<file path="src/rtl/mem_arbiter.sv">
// Shares the single PMEM port between instruction fetch (IFU) and load/store (LSU).
// One transaction is outstanding at a time. LSU wins ties until IFU has been
// passed over STARVE_LIMIT times. A lost response becomes an error after TIMEOUT cycles.
module mem_arbiter #(
  parameter int unsigned STARVE_LIMIT = 4,
  parameter int unsigned TIMEOUT      = 255,
  parameter logic [31:0] ERR_DATA     = 32'hdead_beef
) (
  input  logic        clk,
  input  logic        rst,
  input  logic        ifu_valid,
  output logic        ifu_ready,
  input  logic [31:0] ifu_addr,
  output logic        ifu_rvalid,
  output logic [31:0] ifu_rdata,
  output logic        ifu_err,
  input  logic        lsu_valid,
  output logic        lsu_ready,
  input  logic [31:0] lsu_addr,
  input  logic        lsu_wen,
  input  logic [31:0] lsu_wdata,
  input  logic [7:0]  lsu_wmask,
  output logic        lsu_rvalid,
  output logic [31:0] lsu_rdata,
  output logic        lsu_err,
  output logic        mem_valid,
  input  logic        mem_ready,
  output logic [31:0] mem_addr,
  output logic        mem_wen,
  output logic [31:0] mem_wdata,
  output logic [7:0]  mem_wmask,
  input  logic        mem_rvalid,
  input  logic [31:0] mem_rdata,
  output logic        busy
);

  localparam int unsigned SW = $clog2(STARVE_LIMIT + 1);
  localparam int unsigned TW = ($clog2(TIMEOUT + 1) > 8) ? $clog2(TIMEOUT + 1) : 8;

  typedef enum logic [1:0] {
    IDLE,
    WAIT_IFU,
    WAIT_LSU
  } state_e;

  state_e          state_q, state_d;
  logic [SW-1:0]   starve_q, starve_d;
  logic [TW-1:0]   tmo_q, tmo_d;

  logic            prefer_ifu;
  logic            grant_ifu;
  logic            grant_lsu;
  logic            resp_hit;
  logic            tmo_hit;
  logic [31:0]     resp_data;

  // State, starvation and timeout registers
  always_ff @(posedge clk) begin
    if (rst) begin
      state_q  <= IDLE;
      starve_q <= '0;
      tmo_q    <= '0;
    end else begin
      state_q  <= state_d;
      starve_q <= starve_d;
      tmo_q    <= tmo_d;
    end
  end

  // Arbitration, response routing and next-state logic
  always_comb begin
    state_d    = state_q;
    starve_d   = starve_q;
    tmo_d      = tmo_q;
    prefer_ifu = (starve_q == SW'(STARVE_LIMIT));
    grant_ifu  = 1'b0;
    grant_lsu  = 1'b0;
    resp_hit   = 1'b0;
    tmo_hit    = 1'b0;
    resp_data  = '0;
    ifu_ready  = 1'b0;
    ifu_rvalid = 1'b0;
    ifu_rdata  = '0;
    ifu_err    = 1'b0;
    lsu_ready  = 1'b0;
    lsu_rvalid = 1'b0;
    lsu_rdata  = '0;
    lsu_err    = 1'b0;
    mem_valid  = 1'b0;
    mem_addr   = '0;
    mem_wen    = 1'b0;
    mem_wdata  = '0;
    mem_wmask  = '0;
    busy       = (state_q != IDLE);

    case (state_q)
      IDLE: begin
        grant_ifu = ifu_valid && (!lsu_valid || prefer_ifu);
        grant_lsu = !grant_ifu && lsu_valid;
        mem_valid = grant_ifu || grant_lsu;
        if (grant_ifu) begin
          mem_addr  = ifu_addr;
          ifu_ready = mem_ready;
        end else if (grant_lsu) begin
          mem_addr  = lsu_addr;
          mem_wen   = lsu_wen;
          mem_wdata = lsu_wdata;
          mem_wmask = lsu_wmask;
          lsu_ready = mem_ready;
        end
        if (!ifu_valid || (grant_ifu && mem_ready)) begin
          starve_d = '0;
        end else if (grant_lsu && mem_ready && !prefer_ifu) begin
          starve_d = starve_q + SW'(1);
        end
        if (mem_valid && mem_ready) begin
          state_d = grant_ifu ? WAIT_IFU : WAIT_LSU;
          tmo_d   = '0;
        end
      end
      WAIT_IFU, WAIT_LSU: begin
        tmo_d     = tmo_q + TW'(1);
        resp_hit  = mem_rvalid;
        tmo_hit   = !mem_rvalid && (tmo_q == TW'(TIMEOUT - 1));
        resp_data = resp_hit ? mem_rdata : ERR_DATA;
        if (resp_hit || tmo_hit) begin
          state_d = IDLE;
          if (state_q == WAIT_IFU) begin
            ifu_rvalid = 1'b1;
            ifu_rdata  = resp_data;
            ifu_err    = tmo_hit;
          end else begin
            lsu_rvalid = 1'b1;
            lsu_rdata  = resp_data;
            lsu_err    = tmo_hit;
          end
        end
      end
      default: state_d = IDLE;
    endcase

    // Outputs are held low for as long as reset is asserted
    if (rst) begin
      ifu_ready  = 1'b0;
      ifu_rvalid = 1'b0;
      ifu_rdata  = '0;
      ifu_err    = 1'b0;
      lsu_ready  = 1'b0;
      lsu_rvalid = 1'b0;
      lsu_rdata  = '0;
      lsu_err    = 1'b0;
      mem_valid  = 1'b0;
      mem_addr   = '0;
      mem_wen    = 1'b0;
      mem_wdata  = '0;
      mem_wmask  = '0;
      busy       = 1'b0;
    end
  end

endmodule

</file>
<file path="config.mk">
export PLATFORM = sky130hd
export DESIGN_NAME = mem_arbiter
export DESIGN_NICKNAME = d
export VERILOG_FILES = /design/src/rtl/mem_arbiter.sv
export SDC_FILE = /design/constraint.sdc
export NUM_CORES = 1
export LEC_CHECK = 0
export BUFFER_PORTS_ARGS = -buffer_cell sky130_fd_sc_hd__buf_4
export CAP_MARGIN = 0
export CORE_AREA = 2 2 113 115
export DETAILED_ROUTE_END_ITERATION = 10
export DIE_AREA = 0 0 115 117
export SYNTH_ARGS = -nofsm -noshare
export SYNTH_HDL_FRONTEND = slang
export SYNTH_SLANG_ARGS = --single-unit
</file>
<file path="constraint.sdc">
create_clock -name clk -period 1.94 [get_ports clk]
set_clock_uncertainty 0.05 [all_clocks]
set_input_delay 0.291 -clock clk [delete_from_list [all_inputs] [get_ports clk]]
set_output_delay 0.291 -clock clk [all_outputs]
set_load 0.05 [all_outputs]
</file>
* Word level (Yosys, flattened, before mapping)
Cells that the tools add are included.
** Word-level totals
- Bits in registers :: 13
- Input port bits :: 143
- Output and inout port bits :: 145
- Logic and storage cells :: 94
** Operators by class
- Add/subtract/negate cells :: 2
- Eq/ne operators :: 6
- Mux-type cells :: 59
- Reductions and logical operators :: 24
** Operator list (number)
- $mux 32 :: 17
- $mux 8 :: 5
- $mux 1 :: 30
- $pmux 8 s2 :: 1
- $add 8x1->8 const B :: 1
- $eq 8x8->1 const B :: 1
- $logic_and 1x1->1 :: 7
- $mux 2 :: 3
- $mux 3 :: 2
- $reduce_and 2->1 :: 3
- $reduce_bool 2->1 :: 3
- $logic_not 1->1 :: 5
- $logic_or 1x1->1 :: 4
- $ne 2x2->1 const B :: 2
- $pmux 2 s2 :: 1
- $add 3x1->3 const B :: 1
- $eq 3x3->1 const B :: 1
- $eq 2x1->1 const B :: 1
- $eq 2x2->1 const B :: 1
- $logic_not 2->1 :: 1
- $reduce_or 2->1 :: 1

* Longest topological paths before layout
Gate-level depths: netlist (run 1).
- Depth after elaboration :: 9
- Depth in mapped cells :: 8
- Depth with buffers taken out :: 6

* Least setup slack after synthesis (run 1)
OpenSTA, ideal clock, no wires.
- Path kind :: flip-flop to output port
- From :: register state_q[0]
- To :: output port lsu_err
- Arrival time :: 2.262 ns
- Data required time :: 1.599 ns
- Path slack :: -0.663 ns
- Stages on the path, launching flop included :: 6
- Path buffers :: 1
- Cell sequence :: dfxtp_1 inv_1 ha_1 or3b_1 buf_6 nor3_1
** On the way
- Word-level cells in the longest chain between the ends :: 5
- Elaborated cells on any way between the ends :: 7
- Classes of those cells :: eq/ne: 2; mux: 4; reduce/logical: 1
** RTL lines
- start: declaration :: line 46 : state_e state_q, state_d;
- start signal: assignment :: line 64 : state_q <= state_d;
- $eq 2x1->1 :: line 96, 128
- $mux 1 :: line 128 : if (state_q == WAIT_IFU) begin
- $mux 1 :: line 126 : if (resp_hit || tmo_hit) begin
- $mux 1 * :: line 96 : case (state_q)
- $mux 1 * :: line 143 : if (rst) begin
- end: declaration :: line 25 : output logic lsu_err,
Every way passes the cells marked *; elsewhere a longest branch is shown, timed or not.

* Worst setup path after layout (run 1)
- From :: register state_q[0]
- To :: output port lsu_rdata[23]
** On the way
- Word-level cells in the longest chain between the ends :: 5
- Elaborated cells on any way between the ends :: 7
- Classes of those cells :: eq/ne: 2; mux: 4; reduce/logical: 1
** RTL lines
- $eq 2x1->1 :: line 96, 128
- $mux 32 :: line 128
- $mux 32 :: line 126
- $mux 32 * :: line 96
- $mux 32 * :: line 143
- end: declaration :: line 24 : output logic [31:0] lsu_rdata,
Marks and branches as above.

==> impl_metrics.csv, run 1 <==
group,metric,value,unit
status,status,"finished, violations left",
status,violations,"negative setup slack",
global_route,grt_pass1_wl,21.2,mm
worst_setup_path,path_cells,"inv_2 -> ha_4 -> or3b_4 -> o21bai_4 -> clkbuf_16 -> nor2_4 -> buf_6",
placed_design,gp_congestion,0.816,
synth,yosysWarnings,0,
hold_path,hp-class,"in2reg",
detailed_routing,totalWireLength,15.3,mm
placed_design,preCtsSetupSlack,-0.114,ns
worst_setup_path,slowest_delay,0.37,ns
worst_setup_path,cp-end-kind,"output port",
floorplan,core_area,12300,um^2
global_route,grtUsageTotal,0.200,
global_route,grt-ovfl-total,0,
synth,synth-edff-count,0,
synth,synth_top_area_share,0.124,
floorplan,die_x,115,um
worst_setup_path,crit_type,"reg2out",
cts,clkSlewWorstSetupHoldPaths,0.05,ns
sta,period_minus_slack,2.29,ns
cells_and_area,antennaDiodeCount,0,
synth,yosysUniqueCellTypes,39,
cts,hold_buffers,0,
sta,setup_viol,142,
floorplan,pin_count,288,
synth,ys_async_sr_fraction,0,
worst_setup_path,crit_buf_inv,3,
worst_setup_path,worstSetupStartpointType,"flip-flop",
floorplan,start_util,0.176,
power_and_ir_drop,p_per_area,322,nW/um^2
worst_setup_path,crit_arrival,1.95,ns
cts,cts_tree,"yes",
detailed_routing,dr.pass1.iters,4,
detailed_routing,wl_per_cell,18.3,um
worst_setup_path,path_delay_family,"simple AND/OR/NAND/NOR gates",
power_and_ir_drop,finalPower,2430,uW
floorplan,die_h,117,um
cts,clkLatencyLatePin,0.24,ns
sta,hold_viol_final,0,
worst_setup_path,crit_path_top_delay_cell,"or3b_4",
detailed_routing,route.antenna.remaining_nets,0,
synth,syn_inst,363,
detailed_routing,route.vias.total,3865,
synth,synth_area_leaders,"and2_1 12%, dfxtp_1 12%, nor2_1 9.0%",
placed_design,dpl_cell_area,5540,um^2
global_route,antenna_found_initial,0,
sta,fin_hold_ws,0.399,ns
synth,synth_seq_area_share,0.120,
worst_setup_path,cp.required,1.60,ns
global_route,grt_pass1_vias,3855,
cells_and_area,final_nets,838,
cts,h-tree-depth,1,
cells_and_area,drive_gt1_frac,0.821,
synth,synth_top_flop_cell,"dfxtp_1",
synth,syn_nets,512,
sta,rsz0062_at_grt,"yes",
synth,netlist_area,2170,um^2
cts,clockBufferDepth,2,
synth,syn-mean-instance-area,5.98,um^2
sta,slew_headroom,0.676,
sta,period_share,1.18,
worst_setup_path,critPathMaxFanout,5,
placed_design,hpwl,9.95,mm
floorplan,dieArea,13500,um^2
cts,clockRootBuffer,"clkbuf_16",
power_and_ir_drop,vdd_drop_max,392,uV
synth,synth.largest_area_cell,"and2_1",
sta,worstMarginPinSlew,0.485,ns
run,max-cap-violations,0,
floorplan,rows,41,
global_route,grt_max_degree,38,
placed_design,io_buffer_count,287,
cells_and_area,final_util,0.613,
cts,cts_made_buffers,3,
sta,fmax,437,MHz
power_and_ir_drop,p_leak,0.00322,uW
sta,slew_violations,0,
cts,cts.sinks,13,
cells_and_area,final_area,7550,um^2
detailed_routing,avgViaCountPerCell,4.61,
detailed_routing,drt_iter0_drc,146,
detailed_routing,drc,0,
synth,synth_seq_cells,13,
cells_and_area,syn_to_final_growth,248,%
sta,timing.final.ws_setup,-0.350,ns
Yosys cell counts, drive strengths merged (2+ instances only):
library cell / number
o31ai: 2
o21ai: 4
o2111ai: 2
dfxtp: 13
or3: 2
nand2b: 3
inv: 11
nor2b: 25
and2: 43
nand2: 44
or4: 2
clkbuf: 11
nand3: 33
nor3: 9
buf: 20
o21bai: 2
xor2: 7
ha: 6
a21oi: 36
and4: 2
o211ai: 5
nor2: 71
per-stage QoR:
stage	std cells	setup TNS, ns
floorplan	363	-9.15
global placement	806	-5.73
detailed placement	806	-7.30
CTS	835	-36.01
global route	838	-44.95
finish	838	-35.14
cell usage in the layout, fill, tap and decap left out, types with 2 or more instances in the layout:
cell type and n:
o21ai_0 4, o2111ai_1 2, nor3_4 3, ha_1 4, nor2_1 5, dfxtp_1 8
nor3_1 6, o31ai_1 2, inv_2 4, dfxtp_2 5, nor2b_1 24, nand3_2 16
clkbuf_16 7, buf_16 5, xor2_1 7, and2_4 42, buf_8 79, nand2_2 8
o21bai_4 2, nand2b_4 2, buf_6 79, nand2_4 3, nand2_1 33, buf_4 168
or3_1 2, a21oi_4 31, ha_4 2, inv_1 5, or4_1 2, o211ai_1 5
a21oi_1 4, and4_4 2, nand3_4 16, buf_12 16, nor2_4 66
kinds of logic after synthesis:
family                   after synthesis  synth area share
AO/OA/AOI/OAI                         56             0.158
XOR/XNOR                               7            0.0282
adder cells (fa/ha/maj)                6            0.0346
buffers and inverters                 42            0.0963
flip-flops                            13             0.120
AND/OR/NAND/NOR                      239             0.563
flip-flops by register name (all words and copies together) (netlist names):
register  flops
starve_q      3
state_q       2
tmo_q         8
repair_timing:
| item | in CTS | in global routing |
|---|---|---|
| gates resized for setup | 312 | 76 |
| gates cloned | 11 | 4 |
| setup endpoints to repair | 143 | 146 |
| buffers inserted | 14 | 8 |
| pin swaps | 54 | 55 |
report_power, final:
part | internal [uW] | switching [uW]
sequential | 276 | 4.51
clock | 275 | 120
combinational | 793 | 962
path summary, 6_finish.rpt:
kind                                start                       end  slack (ns)  cells after the start
setup reg to reg  state_q[1]$_SDFFE_PP0P_     tmo_q[7]$_SDFFE_PP0P_        0.15                      9
hold / removal                        rst  starve_q[1]$_SDFFE_PP0P_        0.40                      3
hold reg to reg     tmo_q[0]$_SDFFE_PP0P_     tmo_q[0]$_SDFFE_PP0P_        0.42                      2
setup / recovery  state_q[0]$_SDFFE_PP0P_             lsu_rdata[23]       -0.35                      7
per-layer routing:
| layer | global-route usage | wire [um] | vias up |
|---|---|---|---|
| met2 | 0.374 | 8490 | 175 |
| met4 | 0.0795 | 513 | 0 |
| li1 | - | - | 1855 |
| met5 | 0 | 0 | - |
| met3 | 0.0355 | 953 | 32 |
| met1 | 0.225 | 5360 | 1803 |
worst min-delay path, stage by stage:
cell	delay, ns
buf_4	0.10
buf_4	0.20
a21oi_1	0.05
area by class of cell:
cell class / count / area [um^2]
inverter: 11 / 47.5
fill: 941 / 4770
clock buffer: 3 / 75.1
clock inverter: 1 / 5.00
timing repair buffer: 352 / 3930
tap: 150 / 188
multi-input combinational: 308 / 3040
sequential: 13 / 267
Note: power is estimated with default switching activity, not from simulation.
==> run 2, diff against run 1 <==
==> constraint.sdc (replaced) <==
create_clock -name clk -period 1.94 [get_ports clk]
set_clock_uncertainty 0.05 [all_clocks]
set_input_delay 0 -clock clk [delete_from_list [all_inputs] [get_ports clk]]
set_output_delay 0 -clock clk [all_outputs]
set_load 0.05 [all_outputs]
==> impl_metrics.csv, run 2 (synthesized netlist as in run 1, its figures left out) <==
group,metric,value,unit
global_route,grt_pass1_vias,3315,
cells_and_area,largest_reg_flops,8,
sta,slew_headroom,0.625,
cells_and_area,antennaDiodeCount,0,
cells_and_area,syn_to_final_growth,179,%
cells_and_area,final_common_cell,"buf_4",
sta,fmax,502,MHz
worst_setup_path,worstSetupEndpoint,"lsu_rdata[11]",
floorplan,dieArea,13500,um^2
floorplan,die_x,115,um
sta,fin_hold_ws,0.0264,ns
detailed_routing,totalWireLength,13.2,mm
power_and_ir_drop,p_leak,0.00278,uW
placed_design,dpl_cell_area,4730,um^2
global_route,met3_usage,0.0227,
detailed_routing,wl_per_cell,16.3,um
worst_setup_path,ff2ff_path_depth,7,
worst_setup_path,critPathMaxFanout,6,
sta,timing.final.ws_setup,-0.0513,ns
cells_and_area,final_area,6050,um^2
detailed_routing,route.antenna.remaining_nets,0,
placed_design,io_buffer_count,287,
floorplan,pin_count,288,
cts,clockRootBuffer,"clkbuf_16",
cells_and_area,largest_register,"tmo_q",
worst_setup_path,crit_type,"reg2out",
global_route,grt-ovfl-total,0,
floorplan,rows,41,
global_route,antenna_found_initial,0,
worst_setup_path,crit_arrival,1.94,ns
power_and_ir_drop,vdd_drop_max,205,uV
worst_setup_path,r2r_slack,0.25,ns
worst_setup_path,cp.required,1.89,ns
detailed_routing,drt_iter0_drc,132,
hold_path,whs_path_depth,2,
sta,period_share,1.03,
worst_setup_path,timing.rr.start,"starve_q[1]$_SDFFE_PP0P_",
cells_and_area,final_nets,809,
global_route,busiest_layer,"met2",
worst_setup_path,cp-end-kind,"output port",
worst_setup_path,path_cells,"inv_2 -> ha_4 -> or3b_4 -> o21bai_4 -> clkbuf_16 -> nor2_4 -> buf_8",
placed_design,hpwl,9.11,mm
cells_and_area,fill_cells,1156,
detailed_routing,dr.pass1.iters,4,
sta,worstMarginPinSlew,0.562,ns
worst_setup_path,worstSetupStartpointType,"flip-flop",
global_route,grt_pass1_wl,16.5,mm
placed_design,preCtsSetupSlack,-0.0602,ns
status,status,"finished, violations left",
cts,clkLatencyLatePin,0.24,ns
sta,setup_viol,35,
floorplan,start_util,0.176,
sta,period_minus_slack,1.99,ns
cells_and_area,drive_gt1_frac,0.695,
power_and_ir_drop,p_per_area,350,nW/um^2
cts,cts.sinks,13,
cells_and_area,largestRegisters,"tmo_q (8), starve_q (3), state_q (2)",
worst_setup_path,slowest_delay,0.37,ns
cts,clockBufferDepth,2,
worst_setup_path,timing.rr.end,"state_q[1]$_SDFFE_PP0P_",
floorplan,die_h,117,um
cts,h-tree-depth,1,
sta,hold_viol_final,0,
floorplan,core_area,12300,um^2
sta,rsz0062_at_grt,"yes",
sta,fin_setup_tns,-0.847,ns
global_route,use_met1,0.182,
cells_and_area,most-common-layout-cells,"194 x buf_4, 82 x buf_6, 44 x nor2_1, 44 x nand2_1, 35 x buf_8",
global_route,grtUsageTotal,0.151,
detailed_routing,avgViaCountPerCell,4.52,
worst_setup_path,crit_path_top_delay_cell,"or3b_4",
global_route,grt_use_met2,0.286,
sta,slew_violations,0,
detailed_routing,route.vias.total,3656,
cts,clkSlewWorstSetupHoldPaths,0.04,ns
hold_path,hp-class,"in2reg",
placed_design,gp_congestion,0.752,
cts,cts_made_buffers,3,
detailed_routing,drc,0,
cts,hold_buffers,0,
status,violations,"negative setup slack",
worst_setup_path,startpoint,"state_q[0]$_SDFFE_PP0P_",
cts,cts_tree,"yes",
run,max-cap-violations,0,
global_route,grt_max_degree,35,
power_and_ir_drop,finalPower,2120,uW
[run 2: changes by cell type in the layout (fill, tap and decap cells not counted), sizes merged]
cell      before  now
buf          347  314
bufbuf         1    0
clkbuf         7   12
clkinvlp       1    0
o21bai         2    3
[run 2: final cells by class]
class	instances	area [um^2]	area share
Clock buffer	4	78.8	0.0130
Multi-Input combinational cell	309	2300	0.381
Sequential cell	13	267	0.0441
Tap cell	150	188	0.0310
Inverter	11	46.3	0.00765
Timing Repair Buffer	322	3170	0.523
[run 2: how the worst min path moves through the flow]
stage                     startpoint                  endpoint
after global routing             rst  starve_q[1]$_SDFFE_PP0P_
final                            rst  starve_q[1]$_SDFFE_PP0P_
after CTS                        rst  starve_q[0]$_SDFFE_PP0P_
after floorplan            mem_ready                 ifu_ready
after global placement           rst  starve_q[0]$_SDFFE_PP0P_
after detailed placement         rst  starve_q[1]$_SDFFE_PP0P_
[run 2: what timing repair did]
item | in CTS | in global routing
setup buffers | 4 | 6
gates cloned | 4 | 8
endpoints found under the setup margin | 124 | 131
gates resized for setup | 106 | 144
pin swaps | 4 | 62
[run 2: through the flow]
| step | util | cells |
|---|---|---|
| final | 0.491 | 809 |
| after global routing | 0.491 | 809 |
| after CTS | 0.433 | 797 |
| after detailed placement | 0.384 | 785 |
| after global placement | 0.384 | 785 |
| after floorplan | - | 363 |
[run 2: power breakdown]
part	total, uW	leakage [uW]	switching, uW	internal [uW]
registers	281	0.000107	4.66	276
logic	1450	0.00264	820	631
clock network	387	0.0000382	110	277
[run 2: routing by layer]
metal  vias up  share of wire  wire length [um]
li1       1792              -                 -
met1      1690           0.39              5150
met2       164           0.54              7080
met3        10          0.065               853
met4         0          0.010               133
met5         -              0                 0
[run 2: worst max-delay path: cells and delay by family (launching register included)]
family | cells | cell delay [ns]
and+or+nand+nor | 2 | 0.47
AOI/OAI and AO/OA | 1 | 0.24
buffers and inverters | 3 | 0.41
DFF | 1 | 0.33
adders and majority gates | 1 | 0.26
